### src/rtl/linebuffer_loader_if.sv
// ---------------------------------------------------------------------------
// linebuffer_loader_if
//   Bundles the pixel-stream handshake, the line-buffer write bus and the
//   convolver control/status lines of the line-buffer loader.
//
//   Signals
//     start        : begin a frame (environment -> loader)
//     pix_valid    : upstream pixel beat valid
//     pix_data     : upstream pixel, raster order
//     pix_ready    : loader can accept a beat
//     wr_en        : line-buffer write strobe
//     wr_row       : physical slot written, 0..2
//     wr_col       : column written, 0..COLS-1
//     wr_data      : pixel written
//     window_valid : three rows resident in the line buffer
//     top_row      : physical slot holding the oldest image row
//     row_consumed : convolver no longer needs the top row
//     frame_done   : one-cycle end-of-frame pulse
//
//   Modports
//     master : environment side (drives stream and control)
//     slave  : loader side
// ---------------------------------------------------------------------------
interface linebuffer_loader_if #(
    parameter int BIT_DEPTH = 8,
    parameter int COLS      = 28
);
    localparam int CW = (COLS > 1) ? $clog2(COLS) : 1;

    logic                 start;
    logic                 pix_valid;
    logic [BIT_DEPTH-1:0] pix_data;
    logic                 pix_ready;
    logic                 wr_en;
    logic [1:0]           wr_row;
    logic [CW-1:0]        wr_col;
    logic [BIT_DEPTH-1:0] wr_data;
    logic                 window_valid;
    logic [1:0]           top_row;
    logic                 row_consumed;
    logic                 frame_done;

    modport master (
        output start, pix_valid, pix_data, row_consumed,
        input  pix_ready, wr_en, wr_row, wr_col, wr_data,
               window_valid, top_row, frame_done
    );

    modport slave (
        input  start, pix_valid, pix_data, row_consumed,
        output pix_ready, wr_en, wr_row, wr_col, wr_data,
               window_valid, top_row, frame_done
    );
endinterface

### src/rtl/linebuffer_loader.sv
// ---------------------------------------------------------------------------
// linebuffer_loader
//   Write-side feeder for a 3-row convolution line buffer. Loads a raster
//   pixel stream into three physical row slots, raises window_valid once
//   three rows are resident, refills the oldest slot whenever the convolver
//   releases the top row, and pulses frame_done after ROWS rows have been
//   loaded and the last window consumed.
//
//   Ports
//     clk : clock, rising edge
//     rst : asynchronous active-high reset
//     lb  : linebuffer_loader_if.slave (stream, write bus, control/status)
// ---------------------------------------------------------------------------
module linebuffer_loader #(
    parameter int BIT_DEPTH = 8,
    parameter int COLS      = 28,
    parameter int ROWS      = 28
) (
    input  logic               clk,
    input  logic               rst,
    linebuffer_loader_if.slave lb
);
    localparam int CW = (COLS > 1) ? $clog2(COLS) : 1;
    localparam int RW = $clog2(ROWS + 1);
    localparam logic [CW-1:0] COL_LAST = CW'(COLS - 1);
    localparam logic [RW-1:0] ROW_ALL  = RW'(ROWS);
    localparam logic [RW-1:0] ROW_3RD  = RW'(2);

    typedef enum logic [2:0] {IDLE, FILL, READY, REFILL, FLUSH, DONE} state_t;

    state_t               state_q, state_d;
    logic [CW-1:0]        col_q, col_d;
    logic [1:0]           slot_q, slot_d;
    logic [RW-1:0]        rows_q, rows_d;
    logic [1:0]           top_q, top_d;

    logic                 pix_ready_q;
    logic                 wr_en_q;
    logic [1:0]           wr_row_q;
    logic [CW-1:0]        wr_col_q;
    logic [BIT_DEPTH-1:0] wr_data_q;
    logic                 window_valid_q;
    logic                 frame_done_q;

    logic                 accept;
    logic                 row_wrap;
    logic [1:0]           wr_slot;

    assign accept   = lb.pix_valid & pix_ready_q;
    assign row_wrap = accept && (col_q == COL_LAST);
    // Refills overwrite the oldest row; the initial fill walks the slots.
    assign wr_slot  = (state_q == REFILL) ? top_q : slot_q;

    always_ff @(posedge clk or posedge rst) begin
        if (rst) begin
            state_q <= IDLE;
        end else begin
            state_q <= state_d;
        end
    end

    always_comb begin
        state_d = state_q;
        col_d   = col_q;
        slot_d  = slot_q;
        rows_d  = rows_q;
        top_d   = top_q;

        if (accept) begin
            col_d = row_wrap ? '0 : col_q + 1'b1;
            if (row_wrap) begin
                rows_d = rows_q + 1'b1;
            end
        end

        case (state_q)
            IDLE: begin
                if (lb.start) begin
                    state_d = FILL;
                    col_d   = '0;
                    slot_d  = '0;
                    rows_d  = '0;
                    top_d   = '0;
                end
            end
            FILL: begin
                if (row_wrap) begin
                    slot_d = (slot_q == 2'd2) ? 2'd0 : slot_q + 2'd1;
                    if (rows_q == ROW_3RD) begin
                        state_d = FLUSH;
                    end
                end
            end
            REFILL: begin
                if (row_wrap) begin
                    top_d   = (top_q == 2'd2) ? 2'd0 : top_q + 2'd1;
                    state_d = FLUSH;
                end
            end
            // One idle cycle so the final row write retires before the window opens.
            FLUSH: state_d = READY;
            READY: begin
                if (lb.row_consumed) begin
                    state_d = (rows_q == ROW_ALL) ? DONE : REFILL;
                end
            end
            DONE:    state_d = IDLE;
            default: state_d = IDLE;
        endcase
    end

    always_ff @(posedge clk or posedge rst) begin
        if (rst) begin
            col_q          <= '0;
            slot_q         <= '0;
            rows_q         <= '0;
            top_q          <= '0;
            pix_ready_q    <= 1'b0;
            wr_en_q        <= 1'b0;
            wr_row_q       <= '0;
            wr_col_q       <= '0;
            wr_data_q      <= '0;
            window_valid_q <= 1'b0;
            frame_done_q   <= 1'b0;
        end else begin
            col_q        <= col_d;
            slot_q       <= slot_d;
            rows_q       <= rows_d;
            top_q        <= top_d;
            pix_ready_q  <= (state_d == FILL) || (state_d == REFILL);
            wr_en_q      <= accept;
            if (accept) begin
                wr_row_q  <= wr_slot;
                wr_col_q  <= col_q;
                wr_data_q <= lb.pix_data;
            end
            // Window opens on the second READY cycle and closes on the edge
            // that leaves READY.
            window_valid_q <= (state_q == READY) && (state_d == READY);
            frame_done_q   <= (state_d == DONE);
        end
    end

    assign lb.pix_ready    = pix_ready_q;
    assign lb.wr_en        = wr_en_q;
    assign lb.wr_row       = wr_row_q;
    assign lb.wr_col       = wr_col_q;
    assign lb.wr_data      = wr_data_q;
    assign lb.window_valid = window_valid_q;
    assign lb.top_row      = top_q;
    assign lb.frame_done   = frame_done_q;
endmodule

### src/flat_wrapper.sv
// flat-port wrapper written by rule: the top's interface ports become plain ports
module linebuffer_loader_flat 
#(
    parameter int BIT_DEPTH = 8,
    parameter int COLS      = 28,
    parameter int ROWS      = 28
)
  (clk, rst, lb_start, lb_pix_valid, lb_pix_data, lb_row_consumed, lb_pix_ready, lb_wr_en, lb_wr_row, lb_wr_col, lb_wr_data, lb_window_valid, lb_top_row, lb_frame_done);
  linebuffer_loader_if #(.BIT_DEPTH(BIT_DEPTH), .COLS(COLS)) lb_i ();
  input  logic clk;
  input  logic rst;
  input wire logic [$bits(lb_i.start)-1:0] lb_start;
  input wire logic [$bits(lb_i.pix_valid)-1:0] lb_pix_valid;
  input wire logic [$bits(lb_i.pix_data)-1:0] lb_pix_data;
  input wire logic [$bits(lb_i.row_consumed)-1:0] lb_row_consumed;
  output wire logic [$bits(lb_i.pix_ready)-1:0] lb_pix_ready;
  output wire logic [$bits(lb_i.wr_en)-1:0] lb_wr_en;
  output wire logic [$bits(lb_i.wr_row)-1:0] lb_wr_row;
  output wire logic [$bits(lb_i.wr_col)-1:0] lb_wr_col;
  output wire logic [$bits(lb_i.wr_data)-1:0] lb_wr_data;
  output wire logic [$bits(lb_i.window_valid)-1:0] lb_window_valid;
  output wire logic [$bits(lb_i.top_row)-1:0] lb_top_row;
  output wire logic [$bits(lb_i.frame_done)-1:0] lb_frame_done;
  assign lb_i.start = lb_start;
  assign lb_i.pix_valid = lb_pix_valid;
  assign lb_i.pix_data = lb_pix_data;
  assign lb_i.row_consumed = lb_row_consumed;
  assign lb_pix_ready = lb_i.pix_ready;
  assign lb_wr_en = lb_i.wr_en;
  assign lb_wr_row = lb_i.wr_row;
  assign lb_wr_col = lb_i.wr_col;
  assign lb_wr_data = lb_i.wr_data;
  assign lb_window_valid = lb_i.window_valid;
  assign lb_top_row = lb_i.top_row;
  assign lb_frame_done = lb_i.frame_done;
  linebuffer_loader #(.BIT_DEPTH(BIT_DEPTH), .COLS(COLS), .ROWS(ROWS)) u_core (.clk(clk), .rst(rst), .lb(lb_i));
endmodule
### config.mk
export PLATFORM = sky130hd
export DESIGN_NAME = linebuffer_loader_flat
export DESIGN_NICKNAME = d
export VERILOG_FILES = /design/src/rtl/linebuffer_loader_if.sv /design/src/rtl/linebuffer_loader.sv /design/src/flat_wrapper.sv
export SDC_FILE = /design/constraint.sdc
export NUM_CORES = 1
export LEC_CHECK = 0
export ABC_AREA = 1
export CAP_MARGIN = 30
export CELL_PAD_IN_SITES_DETAIL_PLACEMENT = 1
export CELL_PAD_IN_SITES_GLOBAL_PLACEMENT = 2
export CORE_MARGIN = 5
export CORE_UTILIZATION = 27
export DETAILED_ROUTE_END_ITERATION = 10
export PLACE_DENSITY = 0.79
export SLEW_MARGIN = 0
export SYNTH_ARGS = -nofsm -noshare
export SYNTH_HDL_FRONTEND = slang
export SYNTH_SLANG_ARGS = --single-unit
### constraint.sdc
create_clock -name clk -period 1.1 [get_ports clk]
set_input_delay 0.22 -clock clk [delete_from_list [all_inputs] [get_ports clk]]
set_output_delay 0.22 -clock clk [all_outputs]
set_load 0.02 [all_outputs]
==> Yosys cells after proc, flatten, opt, wreduce, memory -nomap -nowiden <==
Cells that the tools add are included.
W data, S select, Z words.
{ "totals": {"register_bits": 36, "input_bits": 13} }
{ "op_classes": {"addsub": 4, "eq_ne": 16, "muxes": 23, "bitwise_logic": 1, "n_reduce_logical": 8} }
{ "ops": {"columns": ["op", "count"], "rows": [
  ["$mux W5", 8],
  ["$mux W3", 6],
  ["$pmux W3 S5", 1],
  ["$eq A3 B2 Y1 const B", 4],
  ["$mux W2", 6],
  ["$add A5 B1 Y5 const B", 2],
  ["$eq A5 B5 Y1 const B", 2],
  ["$pmux W2 S2", 2],
  ["$eq A3 B1 Y1 const B", 2],
  ["$eq A3 B3 Y1 const B", 2],
  ["$reduce_and A3 Y1", 2],
  ["$eq A5 B2 Y1 const B", 1],
  ["$add A2 B1 Y2 const B", 2],
  ["$eq A2 B2 Y1 const B", 2],
  ["$ne A2 B1 Y1 const B", 2],
  ["$reduce_bool A2 Y1", 2],
  ["$logic_not A3 Y1", 1],
  ["$logic_and A1 B1 Y1", 2],
  ["$ne A2 B2 Y1 const B", 1],
  ["$and A1 B1 Y1", 1],
  ["$logic_or A1 B1 Y1", 1]
]} }

==> Longest topological paths before layout <==
{ "logic_depth": {"depth_word": 6, "depth_mapped": 10, "ltp_nobuf": 10} }

==> Worst setup path before layout <==
Ideal clock, no wire load.
{ "synth_timing": {"path_type": "reg-to-reg", "startpoint": "register u_core.rows_q[0]", "endpoint": "register u_core.pix_ready_q, in the netlist u_core.lb.pix_ready", "t_arrival_ns": 1.068, "setup_slack_ns": -0.086, "stages_incl_launch_ff": 10, "synth_period_minus_slack_ns": 1.186, "cell_sequence": "dfrtp_1 -> inv_1 -> ha_1 -> inv_1 -> nor2_1 -> nand2_1 -> nand2_1 -> nand2_2 -> a21oi_1 -> nor2_1"} }
{ "synth_between": {"elab_chain_cells": 6, "word_cells_on_any_way": 10, "classes_between": "4 x eq/ne; 5 x mux; 1 x reduce/logical"} }
{ "synth_lines": {"columns": ["element", "line_no", "text"], "rows": [
  ["from (decl)", "linebuffer_loader.sv:34", "logic [RW-1:0] rows_q, rows_d;"],
  ["from (signal assigned)", "linebuffer_loader.sv:128", "rows_q <= rows_d;"],
  ["$eq A5 B2 Y1 / $eq A5 B5 Y1 (equally long branches)", "linebuffer_loader.sv:89, linebuffer_loader.sv:104", null],
  ["$mux W3, on equally long branches", "linebuffer_loader.sv:89, linebuffer_loader.sv:104", null],
  ["$mux W3, on equally long branches", "linebuffer_loader.sv:87, linebuffer_loader.sv:103", null],
  ["$pmux W3 S5 (*)", "linebuffer_loader.sv:76", "case (state_q)"],
  ["$eq A3 B1 Y1 / $eq A3 B2 Y1 (equally long branches)", "linebuffer_loader.sv:130", "pix_ready_q <= (state_d == FILL) || (state_d == REFILL);"],
  ["$logic_or A1 B1 Y1 (*)", "linebuffer_loader.sv:130", null],
  ["to (signal assigned)", "linebuffer_loader.sv:130", null],
  ["to (decl)", "linebuffer_loader.sv:37", "logic pix_ready_q;"]
]} }
Mark *: on every way between the ends. The rest lies on a longest branch, timed or not.
A chain may end at the register's enable or synchronous reset.

==> Worst setup path in the final report <==
{ "layout_timing": {"startpoint": "register u_core.col_q[0]", "endpoint": "register u_core.top_q[0], in the netlist u_core.lb.top_row[0]"} }
{ "layout_between": {"elab_chain_cells": 4} }
{ "layout_lines": {"columns": ["element", "line_no", "text"], "rows": [
  ["from (decl)", "linebuffer_loader.sv:32", "logic [CW-1:0] col_q, col_d;"],
  ["from (signal assigned)", "linebuffer_loader.sv:126", "col_q <= col_d;"],
  ["$eq A5 B5 Y1", "linebuffer_loader.sv:50", "assign row_wrap = accept && (col_q == COL_LAST);"],
  ["$logic_and A1 B1 Y1", "linebuffer_loader.sv:50", null],
  ["$ne A2 B1 Y1 (no source line)", null, null],
  ["$reduce_and A3 Y1 (no source line)", null, null],
  ["to (signal assigned)", "linebuffer_loader.sv:129", "top_q <= top_d;"],
  ["to (decl)", "linebuffer_loader.sv:35", "logic [1:0] top_q, top_d;"]
]} }
No other way between the ends.

==> results_dict.tcl <==
set metrics [dict create \
    dr.pass1.iters 4 \
    critPathMaxFanout 5 \
    synth.net_count 217 \
    hold_class "in2async" \
    fmax_mhz 767 \
    synth_compound_area_share_pct 7.71 \
    cts_buffers 5 \
    period_share_pct 119 \
    gr-total-overflow 0 \
    synthArstFlopShare_pct 100 \
    vias_per_cell 4.46 \
    ctsHoldBuffers 0 \
    die_area_mm2 0.00807 \
    dr.first_iter.drc_count 34 \
    antenna_found_initial 0 \
    drv_cap 0 \
    endpoint_kind "register" \
    port_buffers 33 \
    routed_wl_um 4650 \
    yosys.area_share.xor_xnor_pct 0.509 \
    finalWeightedCongestion 0.714 \
    p_leak_uw 0.00134 \
    final_nets 294 \
    synth.distinct_cells 26 \
    initial_utilization_pct 27.4 \
    yosysTopAreaCell "dfrtp_1" \
    ys_ff_latch 36 \
    syn_inst 200 \
    slew_viol_final 0 \
    dpl.hpwl_um 3340 \
    rows 29 \
    cts_tree "built" \
    core-area_mm2 0.00628 \
    violations "setup timing" \
    synthMuxAreaShare_pct 0 \
    critical_path_class "reg2reg" \
    finClkSkew_ns 0.00519 \
    synth_top_family_by_area "simple AND/OR/NAND/NOR gates" \
    area_delta_synth_final_pct 52.7 \
    cts.sinks 36 \
    fin_area_mm2 0.00263 \
    power_per_cell_area_mw_per_mm2 2580 \
    grt_pass1_vias 1624 \
    worstPathArrival_ns 1.49 \
    n_antenna_cell 0 \
    avgSynthCellArea_um2 8.60 \
    synth-simple-area-share_pct 30.1 \
    die_h_um 89.8 \
    finalSetupTns_ns -3.09 \
    clk_latency_ns 0.28 \
    wire_per_inst_um 13.1 \
    tightest_slew_ns 0.281 \
    synth_common_cells "nand2_1 (59), dfrtp_1 (36), inv_1 (20)" \
    layout-drive-gt1-share_pct 43.3 \
    syn_area_mm2 0.00172 \
    root_buffer "clkbuf_8" \
    relSlewSlack_pct 81.2 \
    vias 1579 \
    grt_usage_pct 11.8 \
    ys.flop_type "dfrtp_1" \
    grt_start_max_net_pins 21 \
    synth_fa_ha_area_share_pct 2.91 \
    clk_path_buf_depth 2 \
    setup_violations 22 \
    io_pins 34 \
    whs_ns 0.168 \
    grt_setup_unrepaired "true" \
    synth_edf_count 0 \
    status "finished, violations left" \
    synth_warnings 0 \
    clk_pin_slew_ns 0.07 \
    place_area_mm2 0.00236 \
    synth_top_area_share_pct 52.4 \
    drc_errors 0 \
    synth_area_leaders "dfrtp_1 (52%), nand2_1 (13%), inv_1 (4.4%), nor2_1 (3.3%), o21ai_0 (3.2%)" \
    irDropWorstVdd_v 0.000916 \
    grt_pass1_wl_um 7820 \
    utilization_pct 41.8 \
    seq_area_frac_synth_pct 52.4 \
    drtAntennaViolNets 0 \
    die_w_um 89.8 \
    worst_slack_ns -0.204 \
    preCtsSetupSlack_ns -0.435 \
    finalCriticalPeriod_ns 1.30 \
    hold_viol 0 \
    htree_levels 2 \
    yosys.cell_count.top_type "nand2_1" \
    cp.required_ns 1.28 \
    cp-start-kind "register" \
]
through the flow:
stage	power [uW]	cells
floorplan	3820	200
global placement	5180	334
detailed placement	5280	334
CTS	6440	348
global route	7320	354
finish	6770	354
layout make-up:
cell class              instances  area, um^2
clock buffers                   7        96.3
fillers                       746        3650
inverters                      25         100
multi-input cells             137         840
flip-flops and latches         36         903
well taps                      77        96.3
repair buffers                 72         591
what timing repair did:
item / in CTS / in global routing
setup buffers: 6 / 6
pin swaps: 10 / 11
setup endpoints to repair: 53 / 31
gates cloned: 1 / 0
gates resized for setup: 105 / 32
logic make-up (layout without fill, tap and decap cells):
group,after synthesis,count (layout)
XOR/XNOR,1,1
adder cells (fa/ha/maj),4,4
flip-flops,36,36
AND/OR/NAND/NOR,107,108
buffers and inverters,28,104
AO/OA/AOI/OAI,24,24
critical path: stages (launching register included):
cell     delay, ns
dfrtp_1       0.41
ha_4          0.19
nand2_2       0.08
nor2_4        0.18
nand2_4       0.11
nand2_4       0.08
o21ai_2       0.05
nand2_1       0.06
nand2_1       0.05
power breakdown:
part / switching [uW] / leakage [uW] / internal (uW) / total (uW)
Sequential: 432 / 0.000448 / 1830 / 2260
Clock: 464 / 0.0000503 / 558 / 1020
Combinational: 1860 / 0.000844 / 1630 / 3490
layout by cell type, fill, tap and decap left out:
master	n
nor2_2	1
buf_6	8
nand3_4	1
ha_1	2
nor3b_2	1
dfrtp_2	2
inv_1	16
nand2_4	5
nor3_4	1
clkinv_2	1
nand2_8	1
o21ai_1	8
nor3_2	3
a21oi_2	3
a31oi_1	1
a21oi_1	5
buf_12	3
o21ai_2	3
nand2_2	16
buf_2	20
nand3_1	8
nor2_1	15
dfrtp_1	34
nand3b_1	1
nand4_1	2
inv_2	6
clkdlybuf4s50_1	11
ha_4	2
dlymetal6s2s_1	1
clkbuf_8	7
xor2_1	1
nor2_4	4
buf_4	29
o21ai_0	4
nor3_1	1
nand3_2	1
nand2_1	47
inv_4	2
worst paths after layout:
kind | start | to | slack (ns) | cells past startpoint
max in group asynchronous | rst | u_core.lb.wr_data[3] | 0.54 | 3
min in group clk | lb_pix_valid | u_core.col_q[1] | 0.38 | 4
worst max-delay path | u_core.col_q[0] | u_core.lb.top_row[0] | -0.20 | 8
worst min-delay path | rst | u_core.lb.wr_data[0] | 0.17 | 2
worst min register to register | u_core.lb.wr_data[5] | u_core.lb.wr_data[5] | 0.48 | 2
worst max register to register | u_core.col_q[0] | u_core.lb.top_row[0] | -0.20 | 8
state kept, by name (all words and copies together), names as in the netlist:
signal,count
u_core.lb.frame_done,1
u_core.lb.pix_ready,1
u_core.lb.wr_col,5
u_core.rows_q,5
u_core.lb.wr_row,2
u_core.state_q,3
u_core.lb.wr_data,8
u_core.col_q,5
u_core.lb.wr_en,1
u_core.lb.window_valid,1
u_core.slot_q,2
u_core.lb.top_row,2
per-layer routing:
metal	share of wire, %	global-route usage [%]	vias to the layer above
li1	-	-	787
met1	43	14.3	755
met2	49	18.9	31
met3	6.6	4.92	6
met4	1.3	3.78	0
met5	0	0	-
(Power assumes the default switching activity.)
